`src/rtl/cpu7_ifu_imem_resp_if.sv`:
```
// IFU instruction-fetch request/response bundle between the fetch datapath
// (master, initiator) and the instruction-memory responder (slave).
interface cpu7_ifu_imem_resp_if;
   logic         inst_req;
   logic [31:0]  inst_addr;
   logic         inst_addr_ok;
   logic         inst_cancel;
   logic         inst_valid;
   logic [127:0] inst_rdata;
   logic [1:0]   inst_count;
   logic         inst_ex;
   logic [5:0]   inst_exccode;
   logic         inst_uncache;

   modport master (
      output inst_req, inst_addr, inst_cancel,
      input  inst_addr_ok, inst_valid, inst_rdata, inst_count,
             inst_ex, inst_exccode, inst_uncache
   );

   modport slave (
      input  inst_req, inst_addr, inst_cancel,
      output inst_addr_ok, inst_valid, inst_rdata, inst_count,
             inst_ex, inst_exccode, inst_uncache
   );
endinterface

```
`src/rtl/cpu7_ifu_imem_resp.sv`:
```
// IFU fetch responder: one outstanding request, fixed latency 1+WAIT_STATES.
// Optional macro CPU7_IMEM_RANGE_CHK_EN faults aligned fetches outside the SRAM window.
module cpu7_ifu_imem_resp #(
   parameter int          MEM_AW      = 14,
   parameter int          WAIT_STATES = 0,
   parameter logic [31:0] MEM_BASE    = 32'h1c000000
) (
   input  logic                  clock,
   input  logic                  resetn,
   cpu7_ifu_imem_resp_if.slave   ifu,
   output logic                  mem_en,
   output logic [MEM_AW-1:0]     mem_addr,
   input  logic [31:0]           mem_rdata
);

   typedef enum logic {IDLE = 1'b0, BUSY = 1'b1} state_t;

   localparam logic [2:0] WS_CNT  = 3'(WAIT_STATES);
   localparam logic [5:0] EXC_ADEF = 6'h08;

   state_t      state, state_next;
   logic [2:0]  cnt, cnt_next;
   logic        err_q, unc_q, first_q;
   logic [31:0] data_q;

   logic        rsp_cycle;
   logic        accept;
   logic        addr_err;
   logic        addr_unc;

   assign rsp_cycle = (state == BUSY) && (cnt == 3'd0);
   // Accept depends only on state and control inputs, never on inst_addr.
   assign accept    = resetn & ifu.inst_req & ~ifu.inst_cancel & ((state == IDLE) | rsp_cycle);
   assign addr_unc  = (ifu.inst_addr[31:29] == 3'b101);

`ifdef CPU7_IMEM_RANGE_CHK_EN
   localparam logic [31:0] WIN_BYTES = 32'(1) << (MEM_AW + 2);
   logic [31:0] win_off;
   assign win_off  = ifu.inst_addr - MEM_BASE;
   // Addresses below the base wrap to large offsets and so fail the bound too.
   assign addr_err = (|ifu.inst_addr[1:0]) | (win_off >= WIN_BYTES);
   assign mem_addr = win_off[MEM_AW+1:2];
`else
   assign addr_err = |ifu.inst_addr[1:0];
   assign mem_addr = ifu.inst_addr[MEM_AW+1:2];
`endif

   always_ff @(posedge clock or negedge resetn) begin
      if (!resetn) begin
         state <= IDLE;
         cnt   <= 3'd0;
      end else begin
         state <= state_next;
         cnt   <= cnt_next;
      end
   end

   always_comb begin
      state_next = state;
      cnt_next   = cnt;
      if (ifu.inst_cancel) begin
         state_next = IDLE;
         cnt_next   = 3'd0;
      end else if (accept) begin
         state_next = BUSY;
         cnt_next   = WS_CNT;
      end else if (rsp_cycle) begin
         state_next = IDLE;
         cnt_next   = 3'd0;
      end else if (state == BUSY) begin
         cnt_next   = cnt - 3'd1;
      end
   end

   // first_q marks the BUSY cycle in which the SRAM read data is on mem_rdata.
   always_ff @(posedge clock or negedge resetn) begin
      if (!resetn) begin
         err_q   <= 1'b0;
         unc_q   <= 1'b0;
         first_q <= 1'b0;
         data_q  <= 32'd0;
      end else begin
         first_q <= accept;
         if (accept) begin
            err_q <= addr_err;
            unc_q <= addr_unc;
         end
         if (first_q && (state == BUSY)) begin
            data_q <= mem_rdata;
         end
      end
   end

   always_comb begin
      ifu.inst_addr_ok = accept;
      mem_en           = accept & ~addr_err;
      ifu.inst_valid   = resetn & rsp_cycle & ~ifu.inst_cancel;
      ifu.inst_count   = {1'b0, ifu.inst_valid};
      ifu.inst_ex      = ifu.inst_valid & err_q;
      ifu.inst_exccode = ifu.inst_ex ? EXC_ADEF : 6'd0;
      ifu.inst_uncache = ifu.inst_valid & unc_q;
      ifu.inst_rdata   = 128'd0;
      if (ifu.inst_valid && !err_q) begin
         ifu.inst_rdata[31:0] = first_q ? mem_rdata : data_q;
      end
   end

endmodule
```
`src/flat_wrapper.sv`:
```
// flat-port wrapper written by rule: the top's interface ports become plain ports
module cpu7_ifu_imem_resp_flat 
#(
   parameter int          MEM_AW      = 14,
   parameter int          WAIT_STATES = 0,
   parameter logic [31:0] MEM_BASE    = 32'h1c000000
)
  (clock, resetn, mem_en, mem_addr, mem_rdata, ifu_inst_req, ifu_inst_addr, ifu_inst_cancel, ifu_inst_addr_ok, ifu_inst_valid, ifu_inst_rdata, ifu_inst_count, ifu_inst_ex, ifu_inst_exccode, ifu_inst_uncache);
  cpu7_ifu_imem_resp_if ifu_i ();
  input  logic clock;
  input  logic resetn;
  output logic mem_en;
  output logic [MEM_AW-1:0] mem_addr;
  input  logic [31:0] mem_rdata;
  input wire logic [$bits(ifu_i.inst_req)-1:0] ifu_inst_req;
  input wire logic [$bits(ifu_i.inst_addr)-1:0] ifu_inst_addr;
  input wire logic [$bits(ifu_i.inst_cancel)-1:0] ifu_inst_cancel;
  output wire logic [$bits(ifu_i.inst_addr_ok)-1:0] ifu_inst_addr_ok;
  output wire logic [$bits(ifu_i.inst_valid)-1:0] ifu_inst_valid;
  output wire logic [$bits(ifu_i.inst_rdata)-1:0] ifu_inst_rdata;
  output wire logic [$bits(ifu_i.inst_count)-1:0] ifu_inst_count;
  output wire logic [$bits(ifu_i.inst_ex)-1:0] ifu_inst_ex;
  output wire logic [$bits(ifu_i.inst_exccode)-1:0] ifu_inst_exccode;
  output wire logic [$bits(ifu_i.inst_uncache)-1:0] ifu_inst_uncache;
  assign ifu_i.inst_req = ifu_inst_req;
  assign ifu_i.inst_addr = ifu_inst_addr;
  assign ifu_i.inst_cancel = ifu_inst_cancel;
  assign ifu_inst_addr_ok = ifu_i.inst_addr_ok;
  assign ifu_inst_valid = ifu_i.inst_valid;
  assign ifu_inst_rdata = ifu_i.inst_rdata;
  assign ifu_inst_count = ifu_i.inst_count;
  assign ifu_inst_ex = ifu_i.inst_ex;
  assign ifu_inst_exccode = ifu_i.inst_exccode;
  assign ifu_inst_uncache = ifu_i.inst_uncache;
  cpu7_ifu_imem_resp #(.MEM_AW(MEM_AW), .WAIT_STATES(WAIT_STATES), .MEM_BASE(MEM_BASE)) u_core (.clock(clock), .resetn(resetn), .ifu(ifu_i), .mem_en(mem_en), .mem_addr(mem_addr), .mem_rdata(mem_rdata));
endmodule
```
`config.mk`:
```
export PLATFORM = sky130hd
export DESIGN_NAME = cpu7_ifu_imem_resp_flat
export DESIGN_NICKNAME = d
export VERILOG_FILES = /design/src/rtl/cpu7_ifu_imem_resp_if.sv /design/src/rtl/cpu7_ifu_imem_resp.sv /design/src/flat_wrapper.sv
export SDC_FILE = /design/constraint.sdc
export NUM_CORES = 1
export LEC_CHECK = 0
export BUFFER_PORTS_ARGS = -buffer_cell sky130_fd_sc_hd__buf_2
export CAP_MARGIN = 30
export CORE_ASPECT_RATIO = 1.2
export CORE_MARGIN = 4
export CORE_UTILIZATION = 35
export DETAILED_ROUTE_END_ITERATION = 10
export GPL_ROUTABILITY_DRIVEN = 0
export PLACE_DENSITY = 0.72
export SKIP_LAST_GASP = 1
export SLEW_MARGIN = 20
export SYNTH_ARGS = -nofsm -noshare
export SYNTH_HDL_FRONTEND = slang
export SYNTH_SLANG_ARGS = --single-unit
```
`constraint.sdc`:
```
create_clock -name clock -period 1.74 [get_ports clock]
set_input_delay 0.348 -clock clock [delete_from_list [all_inputs] [get_ports clock]]
set_output_delay 0.348 -clock clock [all_outputs]
set_load 0.02 [all_outputs]
```
# [After elaboration in Yosys (flattened, before gate mapping)]
# Cells that the tools add are included.
[totals] mem_bits_rw=0 latchBits=0 memories=0 register_bits=39 output_inout_bits=155 wordCells=38 mem_bits_ro=0 in_bits=68
[classes] multipliers=0 n_reduce_logical=8 muxes=10 n_div=0 n_eq_ne=1 n_lt_le_gt_ge=0 n_addsub=1 shift=0 bitwise_logic=12
[ops] op="2-to-1 mux 32 bit" n=2
[ops] op="2-to-1 mux 3 bit" n=4
[ops] op="bitwise AND 1 bit" n=8
[ops] op="2-to-1 mux 4 bit" n=1
[ops] op="nonzero test 4 bit" n=1
[ops] op="equality test 3 bit, second input constant" n=1
[ops] op="logical AND 1 bit" n=3
[ops] op="zero test 3 bit" n=1
[ops] op="2-to-1 mux 1 bit" n=3
[ops] op="NOT 1 bit" n=3
[ops] op="nonzero test 3 bit" n=1
[ops] op="subtractor 3 x 1 -> 3 bit, second input constant" n=1
[ops] op="OR reduction 2 bit" n=1
[ops] op="zero test 1 bit" n=1
[ops] op="OR 1 bit" n=1

# [Logic depth before layout (Yosys ltp)]
[logic_depth] ltp_word=6 ltp_mapped=7

# [Worst setup path before layout]
# OpenSTA, ideal clock, no wires.
[synth_path] kind="register -> output" from="register u_core.cnt[0]" to="output port ifu_inst_rdata[0]" t_arrival_ps=1593 stages_incl_launch_ff=8 path_buffers=1 slack_ps=-201 cell_sequence="dfrtp_1 > inv_1 > ha_1 > ha_1 > and4b_2 > nand2_4 > buf_6 > nor2_1"
[synth_between] elab_chain_len=6
[synth_rtl] element="from (decl)" line_no="cpu7_ifu_imem_resp.sv:22" source="logic [2:0] cnt, cnt_next;"
[synth_rtl] element="from (signal assigned)" line_no="cpu7_ifu_imem_resp.sv:54" source="cnt <= cnt_next;"
[synth_rtl] element="zero test 3 bit" line_no="cpu7_ifu_imem_resp.sv:31" source="assign rsp_cycle = (state == BUSY) && (cnt == 3'd0);"
[synth_rtl] element="logical AND 1 bit" line_no="cpu7_ifu_imem_resp.sv:31"
[synth_rtl] element="bitwise AND 1 bit (2 in series)" line_no="cpu7_ifu_imem_resp.sv:97" source="ifu.inst_valid = resetn & rsp_cycle & ~ifu.inst_cancel;"
[synth_rtl] element="net ifu_inst_valid" line_no="flat_wrapper.sv:19" source="output wire logic [$bits(ifu_i.inst_valid)-1:0] ifu_inst_valid;"
[synth_rtl] element="logical AND 1 bit" line_no="cpu7_ifu_imem_resp.sv:103" source="if (ifu.inst_valid && !err_q) begin"
[synth_rtl] element="2-to-1 mux 32 bit" line_no="cpu7_ifu_imem_resp.sv:103"
[synth_rtl] element="to (decl)" line_no="flat_wrapper.sv:20" source="output wire logic [$bits(ifu_i.inst_rdata)-1:0] ifu_inst_rdata;"
# The timed path passes the listed nets, and every way through them passes these cells.

# [Worst setup path after layout]
[layout_path] from="register u_core.cnt[1]" to="output port ifu_inst_rdata[5]"
[layout_between] elab_chain_len=6
[layout_rtl] element="zero test 3 bit" line_no="cpu7_ifu_imem_resp.sv:31"
[layout_rtl] element="logical AND 1 bit" line_no="cpu7_ifu_imem_resp.sv:31"
[layout_rtl] element="bitwise AND 1 bit (2 in series)" line_no="cpu7_ifu_imem_resp.sv:97"
[layout_rtl] element="logical AND 1 bit" line_no="cpu7_ifu_imem_resp.sv:103"
[layout_rtl] element="2-to-1 mux 32 bit" line_no="cpu7_ifu_imem_resp.sv:103"
# No other way between the ends.

==> impl_metrics.ini <==
[grt]
grt_remaining_overflow = 0
grt_util_all_layers_pct = 11.00
antenna_found_initial = 0
grt_first_pass_wirelength_mm = 8.811
grt_pass1_vias = 1909
grt_max_degree = 40

[setup_path]
critPathLaunch = u_core.cnt[1]$_DFFE_PN0P_
critPathRequiredTime_ns = 1.39
cp.arrival_ns = 1.84
start_kind = register
cp_max_fo = 16
critical_path_class = reg -> out
crit_path_end_kind = output pin
ff2ff_path_depth = 8
r2r_slack_ns = 0
crit_end = ifu_inst_rdata[5]
r2r-end = u_core.unc_q$_DFFE_PN0P_
r2r-start = u_core.cnt[1]$_DFFE_PN0P_

[sta]
rsz0062_at_grt = true
fin_hold_ws_ns = 0.1382
fin_setup_tns_ns = -15.85
max_clock_freq_mhz = 456.8
skew_ns = 0.008797
worst_pin_slew_ns = 0.5069
min_period_over_period_pct = 125.8
slew_violations = 0
setup_ws_ns = -0.4490
hold_viol_final = 0
setup_viol = 39
slew_headroom_pct = 66.21
period_needed_ns = 2.189

[logic_synthesis]
syn-cell-area_um2 = 2955
yosysTopAreaCellShare_pct = 33.02
synth_area_leaders = dfrtp_1 (33%), buf_4 (31%), mux2_2 (12%)
synth_top_cell_by_area = dfrtp_1
ys_seq_area_share_pct = 33.02
synthCells = 294
synth.distinct_cells = 22
yosysWarnings = 0
avgSynthCellArea_um2 = 10.05
ys_ff_latch = 39

[routing]
wire_per_inst_um = 11.99
ant_nets = 0
viasPerCell = 3.946
drt_iter0_markers = 21
drc = 0
vias = 1914
wirelength_mm = 5.815
dr.pass1.iters = 4

[cts]
cts_buffers = 5
cts_max_path_buffers = 2
cts_tree = built
cts_max_level = 2
numClockSinks = 39
clkTransAtPathRegs_ns = 0.08
cts_root_buffer = clkbuf_8
clk_latency_ns = 0.29

[cells_and_area]
stdcell_count = 485
syn2layout_area_growth_pct = 21.97
num-nets-final = 440
fin_area_um2 = 3605
drive_above_1_share_pct = 48.52
n_antenna_cell = 0

[die]
rows = 36
core_area_um2 = 8198
dieArea_um2 = 9984
die_w_um = 91.89
start_util_pct = 36.05
top_level_ports = 223
die_y_um = 108.7

[job]
cap_violations = 0

[power_and_ir_drop]
internal_power_mw = 1.867
power.switching_mw = 0.9133
pwr-share-comb_pct = 28.6
clkPwrFrac_pct = 28.6
swShare_pct = 32.85
p_seq_share_pct = 42.8
powerDensity_nw_per_um2 = 771.3
leakagePower_nw = 1.741
ir_drop_uv = 394.4

[place]
placed_cell_area_um2 = 3288
port_buffers = 79
place_hpwl_mm = 4.510
dp.cells = 473

[worst_hold_path]
hold_path_class = in -> async

[outcome]
outcome = complete, but fails checks
violations = setup timing
-- cells by family after synthesis --
group	synth area share [%]
XOR/XNOR	0.2964
adder cells (fa/ha/maj)	0.8466
buffers and inverters	33.32
other	0.1269
multiplexers	24.13
AND/OR/NAND/NOR	7.494
AO/OA/AOI/OAI	0.7620
flip-flops	33.02
-- how the worst min path moves through the flow --
| stage | to | depth (start not counted) |
|---|---|---|
| after floorplan | u_core.cnt[0]$_DFFE_PN0P_ | 0 |
| after global placement | u_core.state$_DFFE_PN0P_ | 2 |
| after detailed placement | u_core.state$_DFFE_PN0P_ | 2 |
| after CTS | u_core.state$_DFFE_PN0P_ | 2 |
| after global routing | u_core.state$_DFFE_PN0P_ | 2 |
| final | u_core.state$_DFFE_PN0P_ | 2 |
-- registers in the layout (all words and copies together), names as in the netlist --
name            cells
u_core.state        1
u_core.first_q      1
u_core.unc_q        1
u_core.data_q      32
u_core.cnt          3
u_core.err_q        1
-- area by class of cell --
class / count / area [um^2]
sequential: 39 / 977.2
inverter: 4 / 15.01
tap: 114 / 142.6
timing repair buffer: 97 / 706.9
fill: 798 / 4593
clock buffer: 6 / 82.58
clock inverter: 2 / 35.03
multi-input combinational: 223 / 1645
-- cells in the mapped netlist --
cell and count:
and2_1 3, a211oi_1 1, mux2_1 2, a21oi_1 2, nor3b_4 1, nand2b_2 1
mux2i_1 33, mux2_2 32, nor2_1 37, nand2_4 1, buf_6 3, buf_4 122
xnor2_1 1, ha_1 2, and4b_2 1, nand2_2 1, conb_1 1, inv_1 4
buf_2 4, nand2_1 2, o21ai_0 1, dfrtp_1 39
-- cell usage in the layout, fill, tap and decap left out, drive strengths merged --
master  count
inv         4
clkinv      1
clkbuf      6
nand2       4
mux2i      33
dfrtp      39
xnor2       1
a21oi       2
o21ai       1
ha          2
bufinv      1
a211oi      1
and4b       1
nor3b       1
conb      102
and2        3
nor2       37
mux2       34
buf        97
nand2b      1
-- critical path: stages (launching register included) --
cell and delay [ns]:
dfrtp_1 0.36, inv_1 0.07, ha_2 0.18, ha_4 0.13
and4b_2 0.26, nand2_4 0.09, buf_12 0.19, nor2_4 0.08
buf_2 0.16
-- power groups by stage --
stage	Combinational, mW	Sequential, mW	Clock [mW]
final	0.796	1.19	0.794
after global routing	0.873	1.21	0.868
after CTS	0.785	1.19	0.833
after detailed placement	0.765	1.21	0
after global placement	0.745	1.19	0
after floorplan	0.850	1.18	0
-- what timing repair did --
item | CTS | global route
hold buffers | 0 | 0
setup endpoints to repair | 39 | 40
setup buffers | 1 | 4
pin swaps | 2 | 2
gates resized for setup | 39 | 15
-- layer usage --
metal	share of wire (%)	vias up	GRT usage [%]
li1	-	882	-
met1	34	899	11.55
met2	52	115	19.57
met3	11	18	3.865
met4	2.9	0	5.414
met5	0	-	0
-- stage by stage --
| stage | util [%] | setup WS (ns) | power [mW] |
|---|---|---|---|
| final | 43.97 | -0.4490 | 2.780 |
| after global routing | 43.97 | -0.5523 | 2.953 |
| after CTS | 43.12 | -0.4926 | 2.807 |
| after detailed placement | 40.11 | -0.1809 | 1.973 |
| after global placement | 40.11 | -0.1641 | 1.940 |
| after floorplan | - | -0.07624 | 2.030 |
Note: power is estimated with default switching activity, not from simulation.
